<file path="src/rtl/pipe_stage_chain_if.sv">
// Pipeline chain bus: stage-0 handshake, per-stage stall/flush controls,
// and the registered stage contents / valid bits.
//   master : the driver of the chain (core control, testbench)
//   slave  : pipe_stage_chain
// Signals:
//   i_data/i_valid   payload into stage 0
//   i_stall/i_flush  per-stage hold / bubble-load requests
//   o_ready          stage 0 accepts i_data this cycle
//   o_data/o_valid   stage k contents at [k*NB_DATA +: NB_DATA], valid bit k
interface pipe_stage_chain_if #(
  parameter int NB_DATA  = 32,
  parameter int N_STAGES = 4
);
  logic [NB_DATA-1:0]          i_data;
  logic                        i_valid;
  logic [N_STAGES-1:0]         i_stall;
  logic [N_STAGES-1:0]         i_flush;
  logic                        o_ready;
  logic [N_STAGES*NB_DATA-1:0] o_data;
  logic [N_STAGES-1:0]         o_valid;

  modport master (
    output i_data, i_valid, i_stall, i_flush,
    input  o_ready, o_data, o_valid
  );

  modport slave (
    input  i_data, i_valid, i_stall, i_flush,
    output o_ready, o_data, o_valid
  );
endinterface

</file>
<file path="src/rtl/pipe_stage_chain.sv">
// N-stage pipeline register chain with per-stage valid bits, stall/flush
// control and debug-unit stepping.
// Optional build macro: PIPE_STAGE_PERF_EN enables the performance counters;
// without it the counter outputs are tied to zero and no counter flops exist.
// Ports:
//   i_clk, i_reset          clock, asynchronous active-low reset
//   i_dunit_clk_en          1 = free-running advance
//   i_step                  single-step request (rising edge) when halted
//   bus                     pipe_stage_chain_if slave (data/valid/stall/flush/ready)
//   o_retired_cnt           valid items leaving the last stage
//   o_stall_cnt             advance cycles with stage 0 held
//   o_bubble_cnt            bubbles inserted below a stall

// One register stage. Update priority: flush, hold, bubble, load.
module pipe_stage_cell #(
  parameter int NB_DATA = 32
) (
  input  logic               i_clk,
  input  logic               i_reset,
  input  logic               adv,
  input  logic               flush,
  input  logic               hold,
  input  logic               bubble,
  input  logic [NB_DATA-1:0] d_in,
  input  logic               v_in,
  output logic [NB_DATA-1:0] q,
  output logic               v
);
  always_ff @(posedge i_clk or negedge i_reset) begin
    if (!i_reset) begin
      q <= '0;
      v <= 1'b0;
    end else if (adv) begin
      if (flush || (!hold && bubble)) begin
        q <= '0;
        v <= 1'b0;
      end else if (!hold) begin
        q <= d_in;
        v <= v_in;
      end
    end
  end
endmodule

module pipe_stage_chain #(
  parameter int NB_DATA  = 32,
  parameter int N_STAGES = 4,
  parameter int NB_CNT   = 32
) (
  input  logic              i_clk,
  input  logic              i_reset,
  input  logic              i_dunit_clk_en,
  input  logic              i_step,
  pipe_stage_chain_if.slave bus,
  output logic [NB_CNT-1:0] o_retired_cnt,
  output logic [NB_CNT-1:0] o_stall_cnt,
  output logic [NB_CNT-1:0] o_bubble_cnt
);
  logic                               step_q, step_pulse, adv;
  logic [N_STAGES-1:0]                h;
  logic [N_STAGES-1:0]                vld_pipe;
  logic [N_STAGES-1:0][NB_DATA-1:0]   stage_q;

  // Step edge detect runs every cycle so a held step yields one advance.
  always_ff @(posedge i_clk or negedge i_reset) begin
    if (!i_reset) step_q <= 1'b0;
    else          step_q <= i_step;
  end

  assign step_pulse = i_step & ~step_q;
  assign adv        = i_dunit_clk_en | step_pulse;

  // A stalled stage holds everything upstream of it.
  always_comb begin
    h = '0;
    h[N_STAGES-1] = bus.i_stall[N_STAGES-1];
    for (int k = N_STAGES-2; k >= 0; k--) h[k] = bus.i_stall[k] | h[k+1];
  end

  for (genvar k = 0; k < N_STAGES; k++) begin : g_stage
    logic [NB_DATA-1:0] d_in;
    logic               v_in, bub;
    if (k == 0) begin : g_head
      assign d_in = bus.i_data;
      assign v_in = bus.i_valid;
      assign bub  = 1'b0;
    end else begin : g_body
      assign d_in = stage_q[k-1];
      assign v_in = vld_pipe[k-1];
      assign bub  = h[k-1];
    end
    pipe_stage_cell #(.NB_DATA(NB_DATA)) u_cell (
      .i_clk  (i_clk),
      .i_reset(i_reset),
      .adv    (adv),
      .flush  (bus.i_flush[k]),
      .hold   (h[k]),
      .bubble (bub),
      .d_in   (d_in),
      .v_in   (v_in),
      .q      (stage_q[k]),
      .v      (vld_pipe[k])
    );
  end

  assign bus.o_ready = adv & ~h[0] & ~bus.i_flush[0];
  assign bus.o_data  = stage_q;
  assign bus.o_valid = vld_pipe;

`ifdef PIPE_STAGE_PERF_EN
  logic [NB_CNT-1:0] bub_inc;

  // Stages that take the bubble branch (not flushed, not held, upstream held).
  always_comb begin
    bub_inc = '0;
    for (int k = 1; k < N_STAGES; k++)
      bub_inc = bub_inc + NB_CNT'(~bus.i_flush[k] & ~h[k] & h[k-1]);
  end

  always_ff @(posedge i_clk or negedge i_reset) begin
    if (!i_reset) begin
      o_retired_cnt <= '0;
      o_stall_cnt   <= '0;
      o_bubble_cnt  <= '0;
    end else if (adv) begin
      if (vld_pipe[N_STAGES-1] & ~h[N_STAGES-1] & ~bus.i_flush[N_STAGES-1])
        o_retired_cnt <= o_retired_cnt + NB_CNT'(1);
      if (h[0])
        o_stall_cnt <= o_stall_cnt + NB_CNT'(1);
      o_bubble_cnt <= o_bubble_cnt + bub_inc;
    end
  end
`else
  assign o_retired_cnt = '0;
  assign o_stall_cnt   = '0;
  assign o_bubble_cnt  = '0;
`endif
endmodule

</file>
<file path="src/flat_wrapper.sv">
// flat-port wrapper written by rule: the top's interface ports become plain ports
module pipe_stage_chain_flat 
#(
  parameter int NB_DATA  = 32,
  parameter int N_STAGES = 4,
  parameter int NB_CNT   = 32
)
  (i_clk, i_reset, i_dunit_clk_en, i_step, o_retired_cnt, o_stall_cnt, o_bubble_cnt, bus_i_data, bus_i_valid, bus_i_stall, bus_i_flush, bus_o_ready, bus_o_data, bus_o_valid);
  pipe_stage_chain_if #(.NB_DATA(NB_DATA), .N_STAGES(N_STAGES)) bus_i ();
  input  logic i_clk;
  input  logic i_reset;
  input  logic i_dunit_clk_en;
  input  logic i_step;
  output logic [NB_CNT-1:0] o_retired_cnt;
  output logic [NB_CNT-1:0] o_stall_cnt;
  output logic [NB_CNT-1:0] o_bubble_cnt;
  input wire logic [$bits(bus_i.i_data)-1:0] bus_i_data;
  input wire logic [$bits(bus_i.i_valid)-1:0] bus_i_valid;
  input wire logic [$bits(bus_i.i_stall)-1:0] bus_i_stall;
  input wire logic [$bits(bus_i.i_flush)-1:0] bus_i_flush;
  output wire logic [$bits(bus_i.o_ready)-1:0] bus_o_ready;
  output wire logic [$bits(bus_i.o_data)-1:0] bus_o_data;
  output wire logic [$bits(bus_i.o_valid)-1:0] bus_o_valid;
  assign bus_i.i_data = bus_i_data;
  assign bus_i.i_valid = bus_i_valid;
  assign bus_i.i_stall = bus_i_stall;
  assign bus_i.i_flush = bus_i_flush;
  assign bus_o_ready = bus_i.o_ready;
  assign bus_o_data = bus_i.o_data;
  assign bus_o_valid = bus_i.o_valid;
  pipe_stage_chain #(.NB_DATA(NB_DATA), .N_STAGES(N_STAGES), .NB_CNT(NB_CNT)) u_core (.i_clk(i_clk), .i_reset(i_reset), .i_dunit_clk_en(i_dunit_clk_en), .i_step(i_step), .bus(bus_i), .o_retired_cnt(o_retired_cnt), .o_stall_cnt(o_stall_cnt), .o_bubble_cnt(o_bubble_cnt));
endmodule
</file>
<file path="config.mk">
export PLATFORM = sky130hd
export DESIGN_NAME = pipe_stage_chain_flat
export DESIGN_NICKNAME = d
export VERILOG_FILES = /design/src/rtl/pipe_stage_chain_if.sv /design/src/rtl/pipe_stage_chain.sv /design/src/flat_wrapper.sv
export SDC_FILE = /design/constraint.sdc
export NUM_CORES = 1
export LEC_CHECK = 0
export ABC_AREA = 1
export CORE_UTILIZATION = 43
export CTS_CLUSTER_DIAMETER = 200
export DETAILED_ROUTE_END_ITERATION = 8
export PLACE_DENSITY = 0.87
export SYNTH_ARGS = -nofsm -noshare
export SYNTH_HDL_FRONTEND = slang
export SYNTH_SLANG_ARGS = --single-unit
export TNS_END_PERCENT = 1
</file>
<file path="constraint.sdc">
create_clock -name i_clk -period 1.43 [get_ports i_clk]
set_clock_uncertainty 0.05 [all_clocks]
set_input_delay 0.286 -clock i_clk [delete_from_list [all_inputs] [get_ports i_clk]]
set_output_delay 0.286 -clock i_clk [all_outputs]
set_load 0.01 [all_outputs]
</file>
# [After elaboration in Yosys (flattened, before gate mapping)]
# Index checks and enable logic that the tools add are counted.
[op_classes] add_sub_neg=0 n_mul=0 div_mod_pow=0 order_cmp=0 eq_ne=4 n_shift=0 n_mux=16 bitwise_logic=10 reduce_logical=13
[op_table] cell="two-way mux 32 bit" n=8
[op_table] cell="two-way mux 1 bit" n=8
[op_table] cell="AND reduction 2 bit" n=4
[op_table] cell="!= test 2 x 1 -> 1 bit (second input constant)" n=3
[op_table] cell="bitwise OR 1 bit" n=4
[op_table] cell="AND 1 bit" n=3
[op_table] cell="logical AND 1 bit" n=3
[op_table] cell="zero test 1 bit" n=3
[op_table] cell="logical OR 1 bit" n=3
[op_table] cell="inverter 1 bit" n=3
[op_table] cell="!= test 2 bit (second input constant)" n=1
[word_totals] regBits=133 latch_bits=0 mem_bits_rw=0 romBits=0 in_bits=45 elab_cells=52 n_memories=0

# [Depth between registers and ports, before layout]
# Gate-level depths: netlist of the first run.
[depth] word_depth=7 depth_mapped=8 ltp_nobuf=6

# [Cells and area by module]
# A second synthesis of the first run with hierarchy kept.
[hier_totals] cells_unflattened=710 area_unflattened_um2=6432.4
[by_module_without_submodules] module="pipe_stage_cell" n_inst=4 cells_each=149 area_per_inst_um2=1398.8 seq_area_each_um2=825.8
[by_module_without_submodules] module="pipe_stage_chain" n_inst=1 cells_each=114 area_per_inst_um2=837.1 seq_area_each_um2=25.0

# [Worst setup path before layout of the first run]
# Ideal clock, no wire load.
[synth_timing] path_type="register to output" start="register u_core.step_q" end="output bus_o_ready" arrival_ns=0.977 setup_slack_ns=0.117 stages_incl_launch_ff=4 path_buffers=1 cell_sequence="dfrtp_1 > o21bai_2 > buf_6 > nor3b_1"
[synth_between] elab_chain_len=5
[synth_lines] element="start: declaration" line="pipe_stage_chain.sv:59" source="logic step_q, step_pulse, adv;"
[synth_lines] element="start signal: assignment" line="pipe_stage_chain.sv:67" source="else step_q <= i_step;"
[synth_lines] element="inverter 1 bit" line="pipe_stage_chain.sv:70" source="assign step_pulse = i_step & ~step_q;"
[synth_lines] element="AND 1 bit" line="pipe_stage_chain.sv:70"
[synth_lines] element="bitwise OR 1 bit" line="pipe_stage_chain.sv:71" source="assign adv = i_dunit_clk_en | step_pulse;"
[synth_lines] element="AND 1 bit (2 in series)" line="pipe_stage_chain.sv:106" source="assign bus.o_ready = adv & ~h[0] & ~bus.i_flush[0];"
[synth_lines] element="end: declaration" line="flat_wrapper.sv:21" source="output wire logic [$bits(bus_i.o_ready)-1:0] bus_o_ready;"
# No other way between the ends.

# [Worst setup path in the final report of the first run]
# Ends and elaborated chain as after synthesis.

==> results of run 1 <==
[worst max path at each step]
stage | startpoint | depth (start not counted) | slack, ns | end
final | u_core.step_q$_DFF_PN0_ | 3 | -0.19 | bus_o_ready
after global routing | u_core.step_q$_DFF_PN0_ | 3 | -0.24 | bus_o_ready
after CTS | u_core.step_q$_DFF_PN0_ | 3 | -0.20 | bus_o_ready
after detailed placement | bus_i_stall[2] | 5 | -0.84 | bus_o_ready
after global placement | bus_i_stall[2] | 5 | -0.82 | bus_o_ready
after floorplan | u_core.step_q$_DFF_PN0_ | 3 | 0.12 | bus_o_ready
[through the flow]
step                setup TNS (ns)  hold slack, ns  cell area (µm²)  instances
floorplan                        0         -0.0596             6870        858
global placement            -71.34           0.154             8210       1112
detailed placement          -76.23           0.157             8210       1112
CTS                          -9.05           0.284             8910       1151
global route                -17.01           0.329             8720       1152
finish                       -5.10           0.296             8720       1152
[area by class of cell]
| cell class | instances | area [µm²] |
|---|---|---|
| inverter | 39 | 146 |
| sequential | 133 | 3330 |
| timing repair buffer | 222 | 2020 |
| tap | 184 | 230 |
| multi-input combinational | 542 | 2370 |
| clock buffer | 23 | 488 |
| clock inverter | 9 | 148 |
| fill | 1280 | 5920 |
[metal layers]
metal  vias to the layer above  GRT usage, %  wire (µm)
met5                         -             0          0
met4                         0          14.6        894
met3                        54          3.29        636
met2                       188          33.9       7790
met1                      2440          26.6       6890
li1                       2575             -          -
[logic make-up after synthesis]
kind of cell           Yosys count  synth area share (%)
AND/OR/NAND/NOR                344                  21.0
other                            1                0.0576
buffers and inverters          183                  18.5
flip-flops                     133                  51.1
AO/OA/AOI/OAI                  102                  9.30
[power breakdown]
group | internal [mW] | switching (mW) | total [mW]
Sequential | 3.95 | 0.158 | 4.11
Combinational | 0.552 | 0.830 | 1.38
Clock | 3.09 | 1.54 | 4.63
[repair_timing]
item,4_1_cts,5_1_grt
gates cloned,0,0
gates resized for setup,276,66
setup endpoints to repair,265,195
hold endpoints to repair,27,1
hold buffers,1,1
setup buffers,6,0
pin swaps,3,1
[worst max-delay path, stage by stage (launching register included)]
cell and delay [ns]:
dfrtp_1 0.38, o21bai_2 0.16, nor3b_2 0.18, buf_2 0.15
[state kept, by name (all words and copies together) (netlist names)]
signal / count
u_core.g_stage.u_cell.q: 128
u_core.g_stage.u_cell.v: 4
u_core.step_q: 1
[cell usage in the layout, fill, tap and decap left out, types with 2 or more instances in the layout]
| master | count |
|---|---|
| nand2_1 | 258 |
| dfrtp_1 | 133 |
| conb_1 | 96 |
| clkdlybuf4s15_1 | 73 |
| o21ai_1 | 49 |
| clkdlybuf4s50_1 | 40 |
| inv_1 | 38 |
| clkbuf_2 | 35 |
| nor2_1 | 33 |
| nand3_1 | 33 |
| buf_4 | 33 |
| o21ai_0 | 27 |
| o21ai_2 | 23 |
| clkbuf_16 | 17 |
| nand2_2 | 13 |
| clkdlybuf4s15_2 | 11 |
| buf_2 | 11 |
| buf_12 | 9 |
| dlygate4sd2_1 | 5 |
| nor2_2 | 4 |
| bufinv_16 | 4 |
| clkbuf_8 | 4 |
| clkinv_2 | 4 |
| clkbuf_1 | 2 |
| dlygate4sd3_1 | 2 |
==> flow_summary.json, run 1 <==
{
  "hp-class": "in -> async",
  "dp_hpwl_um": 11800,
  "viasPerCell": 4.56,
  "grt_pass1_wl_um": 25800,
  "synth_edf_count": 0,
  "synthCells": 763,
  "utilization_pct": 59.6,
  "maxSlewViolCount": 0,
  "synth_seq_cells": 133,
  "p_total_mw": 10.1,
  "r2r-start": "u_core.step_q$_DFF_PN0_",
  "track_usage_pct": 21.2,
  "ys_async_sr_fraction_pct": 100,
  "synthMostInstantiatedCell": "nand2_1",
  "routed_wl_um": 16200,
  "clock_latency_ns": 0.41,
  "synthDistinctLibCells": 19,
  "antenna_found_initial": 0,
  "yosysTopAreaCell": "dfrtp_1",
  "peakVddDrop_mv": 0.861,
  "synth_flop_cell": "dfrtp_1",
  "end_kind": "primary output",
  "avgRoutedWirePerCell_um": 14.1,
  "die_x_um": 125,
  "synth_area_um2": 6510,
  "diodes": 0,
  "synth_area_leaders": "dfrtp_1 (51%), nand2_1 (15%), buf_4 (12%), o21ai_1 (3.8%), o21ai_2 (3.1%)",
  "r2r-end": "u_core.g_stage[1].u_cell.q[6]$_DFFE_PN0P_",
  "leakage_nw": 4.39,
  "clk_pin_slew_ns": 0.06,
  "dr_total_vias": 5257,
  "crit_arrival_ns": 1.29,
  "synth_seq_area_share_pct": 51.1,
  "gr-total-overflow": 0,
  "postRouteAntennaNets": 0,
  "startpoint_type": "register",
  "hold_violations": 0,
  "crit_type": "reg -> out",
  "remaining_drc_errors": 16,
  "nNetsFinal": 1000,
  "io_buffers": 177,
  "cts_buffers": 17,
  "start_util_pct": 44.5,
  "dr.first_iter.drc_count": 320,
  "reg2reg_depth": 6,
  "crit_fanout": 2,
  "cts.sinks": 133,
  "yosys-top-cells-count": "nand2_1 (259), dfrtp_1 (133), buf_4 (101), o21ai_1 (49), inv_1 (39)",
  "yosys_warnings": 0,
  "syn2layout_area_growth_pct": 34.0,
  "die-area_um2": 15600,
  "dp_slack_ns": -0.842,
  "fin_crit_sh_pct": 114,
  "rows": 44,
  "rsz0062_at_grt": "yes",
  "grt_pass1_vias": 4870,
  "cts_max_path_buffers": 2,
  "setup_viol": 120,
  "firstDrtPassIters": 7,
  "final_layout_size_suffix_gt1_share_pct": 18.1,
  "rrSetupSlack_ns": -0.10,
  "htreeDepth": 4,
  "syn_avg_cell_area_um2": 8.53,
  "fin_crit_ns": 1.62,
  "p_per_area_nw_per_um2": 1160,
  "drv_cap": 0,
  "status": "finished with violations",
  "cts-root-buf": "clkbuf_16",
  "fmax_mhz": 616,
  "synth_top_area_share_pct": 51.1,
  "ioPinCount": 274,
  "die_y_um": 125,
  "fp.coreArea_um2": 14600,
  "violations": "design-rule violations, negative setup slack",
  "place_congestion": 0.830,
  "grt_max_degree": 55,
  "cts_tree": "done",
  "required_ns": 1.09,
  "fin_ws_ns": -0.193
}
Power figures use the tool's default switching activity.
==> run 2: changes to the inputs <==
CORE_MARGIN = 5   (was default)
GPL_TIMING_DRIVEN = 0   (was default)
HOLD_SLACK_MARGIN = 0.06   (was default)
==> flow_summary.json, run 2 (synthesis gave the netlist of run 1 again) <==
{
  "status": "finished with violations",
  "violations": "negative setup slack",
  "p_total_mw": 10.0,
  "dp.cells": 1223,
  "rsz0062_at_grt": "yes",
  "crit_family": "flip-flops",
  "fin_crit_sh_pct": 119,
  "place_congestion": 0.833,
  "fin_ws_ns": -0.270,
  "layout_common_cells": "nand2_1 (258), dfrtp_1 (133), buf_4 (108)",
  "rows": 45,
  "cellInternalPower_mw": 7.45,
  "cts.sinks": 133,
  "hp-start": "i_step",
  "startpoint_type": "register",
  "routed_wl_um": 18200,
  "crit_fanout": 2,
  "fin_crit_ns": 1.70,
  "peakVddDrop_mv": 0.824,
  "htreeDepth": 4,
  "p_clk_share_pct": 43.4,
  "required_ns": 1.09,
  "clock_latency_ns": 0.40,
  "reg.largest.list": "u_core.g_stage.u_cell.q (128), u_core.g_stage.u_cell.v (4), u_core.step_q (1)",
  "final_layout_size_suffix_gt1_share_pct": 26.0,
  "p_per_area_nw_per_um2": 1080,
  "dr.first_iter.drc_count": 298,
  "dp_hpwl_um": 14000,
  "hold_depth": 1,
  "firstDrtPassIters": 4,
  "die_y_um": 133,
  "fin_cells": 1264,
  "ioPinCount": 274,
  "cts_tree": "done",
  "avgRoutedWirePerCell_um": 14.4,
  "postRouteAntennaNets": 0,
  "swShare_pct": 25.7,
  "hold_path_end": "u_core.step_q$_DFF_PN0_",
  "viasPerCell": 4.35,
  "remaining_drc_errors": 0,
  "hp-class": "in -> reg",
  "die-area_um2": 17700,
  "r2r-start": "u_core.step_q$_DFF_PN0_",
  "hold_violations": 0,
  "grt_pass1_vias": 5605,
  "start_util_pct": 43.3,
  "regMostFlops": "u_core.g_stage.u_cell.q",
  "r2r-end": "u_core.g_stage[2].u_cell.q[8]$_DFFE_PN0P_",
  "crit_type": "reg -> out",
  "dr_total_vias": 5493,
  "fmax_mhz": 588,
  "critPathBufInv": 2,
  "nNetsFinal": 1108,
  "grt_pass1_wl_um": 28900,
  "reg2reg_depth": 8,
  "combPwrFrac_pct": 15.5,
  "grt_max_degree": 83,
  "seqPwrFrac_pct": 41.1,
  "maxSlewViolCount": 0,
  "setup_viol": 91,
  "crit_chain": "o21bai_2 > buf_6 > nor3b_2 > buf_2",
  "end_kind": "primary output",
  "cts_max_path_buffers": 2,
  "cts-root-buf": "clkbuf_16",
  "die_x_um": 133,
  "largest_reg_flops": 128,
  "io_buffers": 176,
  "rrSetupSlack_ns": -0.10,
  "cts_buffers": 17,
  "crit_path_top_delay_cell": "dfrtp_1",
  "syn2layout_area_growth_pct": 42.9,
  "antenna_found_initial": 2,
  "leakage_nw": 4.89,
  "track_usage_pct": 20.4,
  "drv_cap": 0,
  "clk_pin_slew_ns": 0.05,
  "fp.coreArea_um2": 15000,
  "p_switching_mw": 2.58,
  "gr-total-overflow": 0,
  "crit_arrival_ns": 1.36,
  "final_common_cell": "nand2_1",
  "cp_slowest_stage_delay_ns": 0.37
}
## run 2: repair_timing
item / 4_1_cts / 5_1_grt
gates resized for setup: 259 / 89
hold buffers: 1 / 0
pin swaps: 4 / 0
setup buffers: 8 / 0
setup endpoints to repair: 163 / 206
hold endpoints to repair: 51 / 0
## run 2: final cells by class
| class | instances | area, µm² |
|---|---|---|
| Fill cell | 1292 | 5730 |
| Sequential cell | 133 | 3330 |
| Multi-Input combinational cell | 542 | 2360 |
| Timing Repair Buffer | 186 | 1580 |
| Buffer | 144 | 1070 |
| Clock buffer | 21 | 460 |
| Tap cell | 188 | 235 |
| Inverter | 39 | 146 |
| Clock inverter | 10 | 130 |
| Antenna cell | 1 | 2.50 |
## run 2: routing by layer
layer / part of all wire, % / vias up / global-route usage [%] / routed length (µm)
li1: - / 2788 / - / -
met3: 4.5 / 41 / 4.64 / 812
met4: 3.9 / 2 / 10.1 / 709
met1: 39 / 2504 / 23.5 / 7170
met5: 0.038 / - / 0 / 7
met2: 52 / 158 / 35.5 / 9500
## run 2: power groups by stage
stage          Sequential (mW)  Combinational (mW)  Clock [mW]
2_1_floorplan             4.23               0.820           0
3_3_place_gp              4.18                1.61           0
3_5_place_dp              4.19                1.65           0
4_1_cts                   4.13                1.59        4.38
5_1_grt                   4.15                1.71        4.56
6_report                  4.13                1.55        4.35
## run 2: worst max path at each step
stage,cells past startpoint,start,end
CTS,4,u_core.step_q$_DFF_PN0_,bus_o_ready
finish,4,u_core.step_q$_DFF_PN0_,bus_o_ready
detailed placement,6,i_step,bus_o_ready
global placement,1,i_reset,u_core.g_stage[0].u_cell.q[25]$_DFFE_PN0P_
global route,4,u_core.step_q$_DFF_PN0_,bus_o_ready
floorplan,3,u_core.step_q$_DFF_PN0_,bus_o_ready
## run 2: stage by stage
step / utilization [%] / hold WS, ns / setup WS [ns] / TNS, ns / cell area [µm²]
after CTS: 63.4 / 0.0703 / -0.261 / -4.04 / 9530
after floorplan: - / -0.0596 / 0.117 / 0 / 6870
after global placement: 59.0 / 0.419 / -5.00 / -713.04 / 8860
final: 61.9 / 0.0816 / -0.270 / -4.85 / 9300
after detailed placement: 59.2 / 0.214 / -0.833 / -52.48 / 8890
after global routing: 61.9 / 0.0759 / -0.314 / -10.54 / 9300
## run 2: worst register-to-register path: stages, from the launching register on
cell      delay, ns
dfrtp_1        0.37
o21bai_2       0.15
buf_6          0.13
buf_4          0.19
nand2_2        0.09
buf_6          0.16
buf_6          0.14
nand2_1        0.07
o21ai_1        0.07
==> run 3: changes to the inputs <==
CORE_UTILIZATION = 25   (was 43)
PLACE_DENSITY = 0.58   (was 0.87)
TNS_END_PERCENT = 5   (was 1)
==> flow_summary.json, run 3 (synthesis gave the netlist of run 1 again) <==
{
  "viasPerCell": 3.77,
  "cts-root-buf": "clkbuf_16",
  "cts_max_path_buffers": 2,
  "die-area_um2": 29400,
  "required_ns": 1.09,
  "regMostFlops": "u_core.g_stage.u_cell.q",
  "gr-total-overflow": 0,
  "fin_crit_sh_pct": 120,
  "seqCellArea_um2": 3330,
  "multiInputGateArea_um2": 2360,
  "final_layout_size_suffix_gt1_share_pct": 29.5,
  "drv_cap": 0,
  "worstMarginPinSlew_ns": 0.592,
  "dp_slack_ns": -0.887,
  "firstDrtPassIters": 5,
  "hp-start": "bus_i_flush[0]",
  "fill_cells": 2744,
  "crit_path_top_delay_cell": "dfrtp_1",
  "fp.coreArea_um2": 25800,
  "die_y_um": 171,
  "r2r-end": "u_core.g_stage[3].u_cell.q[10]$_DFFE_PN0P_",
  "slew_headroom_pct": 60.5,
  "crit_arrival_ns": 1.38,
  "fin_setup_tns_ns": -7.90,
  "routed_wl_um": 20200,
  "hp-class": "in -> reg",
  "reg2reg_depth": 8,
  "crit_family": "flip-flops",
  "dr_total_vias": 5326,
  "rows": 59,
  "dr.first_iter.drc_count": 211,
  "clock_latency_ns": 0.42,
  "antenna_found_initial": 0,
  "violations": "negative setup slack",
  "hold_violations": 0,
  "crit_chain": "o21bai_4 > buf_6 > nor3b_2 > buf_2",
  "p_total_mw": 9.50,
  "largest_reg_flops": 128,
  "cts_buffers": 17,
  "cts_tree": "done",
  "fin_crit_ns": 1.71,
  "rsz0062_at_grt": "yes",
  "io_buffers": 176,
  "cts.sinks": 133,
  "peakVddDrop_mv": 0.689,
  "clk_pin_slew_ns": 0.06,
  "hold_depth": 4,
  "grt_pass1_vias": 5000,
  "maxSlewViolCount": 0,
  "nNetsFinal": 1113,
  "syn2layout_area_growth_pct": 42.9,
  "grt_pass1_wl_um": 29900,
  "rrSetupSlack_ns": -0.13,
  "critPathBufInv": 2,
  "die_x_um": 171,
  "p_per_area_nw_per_um2": 1020,
  "crit_type": "reg -> out",
  "layout_common_cells": "nand2_1 (259), dfrtp_1 (133), buf_4 (114)",
  "setup_viol": 93,
  "r2r-start": "u_core.step_q$_DFF_PN0_",
  "end_kind": "primary output",
  "crit_fanout": 2,
  "leakage_nw": 4.89,
  "grt_max_degree": 71,
  "startpoint_type": "register",
  "dp_hpwl_um": 15700,
  "track_usage_pct": 13.4,
  "ioPinCount": 274,
  "hold_path_end": "u_core.g_stage[0].u_cell.q[22]$_DFFE_PN0P_",
  "fmax_mhz": 584,
  "cp_slowest_stage_delay_ns": 0.39,
  "reg.largest.list": "u_core.g_stage.u_cell.q (128), u_core.g_stage.u_cell.v (4), u_core.step_q (1)",
  "postRouteAntennaNets": 0,
  "utilization_pct": 36.0,
  "start_util_pct": 25.2,
  "remaining_drc_errors": 0,
  "place_congestion": 0.806,
  "final_common_cell": "nand2_1",
  "avgRoutedWirePerCell_um": 14.3,
  "diodes": 0,
  "fin_ws_ns": -0.281,
  "htreeDepth": 4,
  "status": "finished with violations"
}
-- run 3: cell type report --
type,count,share of cell area (%)
clock buffer,22,4.99
buffer,143,11.4
inverter,39,1.57
tap,335,4.51
timing repair buffer,192,16.0
clock inverter,6,0.350
multi-input combinational,542,25.4
sequential,133,35.8
-- run 3: timing repair --
| action | in CTS | in global routing |
|---|---|---|
| hold endpoints to repair | 70 | 0 |
| resized for setup | 382 | 60 |
| hold buffers | 2 | 0 |
| endpoints found under the setup margin | 231 | 200 |
| buffers inserted | 13 | 0 |
| pin swaps | 3 | 0 |
-- run 3: worst min-delay path, stage by stage --
cell and delay (ns):
buf_2 0.17, nor2_1 0.07, nand3_1 0.07, nand2_1 0.05
-- run 3: worst max path at each step --
stage	from	to	slack (ns)	cells after the start
floorplan	u_core.step_q$_DFF_PN0_	bus_o_ready	0.12	3
global placement	i_reset	u_core.g_stage[3].u_cell.q[25]$_DFFE_PN0P_	-5.58	1
detailed placement	i_step	bus_o_ready	-0.89	6
CTS	u_core.step_q$_DFF_PN0_	bus_o_ready	-0.33	4
global route	u_core.step_q$_DFF_PN0_	bus_o_ready	-0.37	4
finish	u_core.step_q$_DFF_PN0_	bus_o_ready	-0.28	4
-- run 3: per-layer routing --
layer / routed length (µm) / share of wire [%] / track usage (%) / up-vias
met5: 0 / 0 / 0 / -
met4: 419 / 2.1 / 5.13 / 0
met3: 845 / 4.2 / 2.25 / 23
met2: 10400 / 51 / 22.8 / 131
met1: 8560 / 42 / 16.9 / 2381
li1: - / - / - / 2791
-- run 3: per-stage QoR --
stage / area, µm² / instances / hold WS (ns)
floorplan: 6870 / 858 / -0.0596
global placement: 9050 / 1369 / 0.422
detailed placement: 9080 / 1370 / 0.308
CTS: 9570 / 1412 / 0.203
global route: 9300 / 1412 / 0.249
finish: 9300 / 1412 / 0.210
-- run 3: power by group --
group / total [mW] / leakage (nW) / internal, mW / switching, mW
Clock: 3.79 / 0.247 / 2.25 / 1.54
Combinational: 1.60 / 2.83 / 0.695 / 0.902
Sequential: 4.12 / 1.82 / 3.95 / 0.171
Total: 9.50 / 4.89 / 6.89 / 2.61
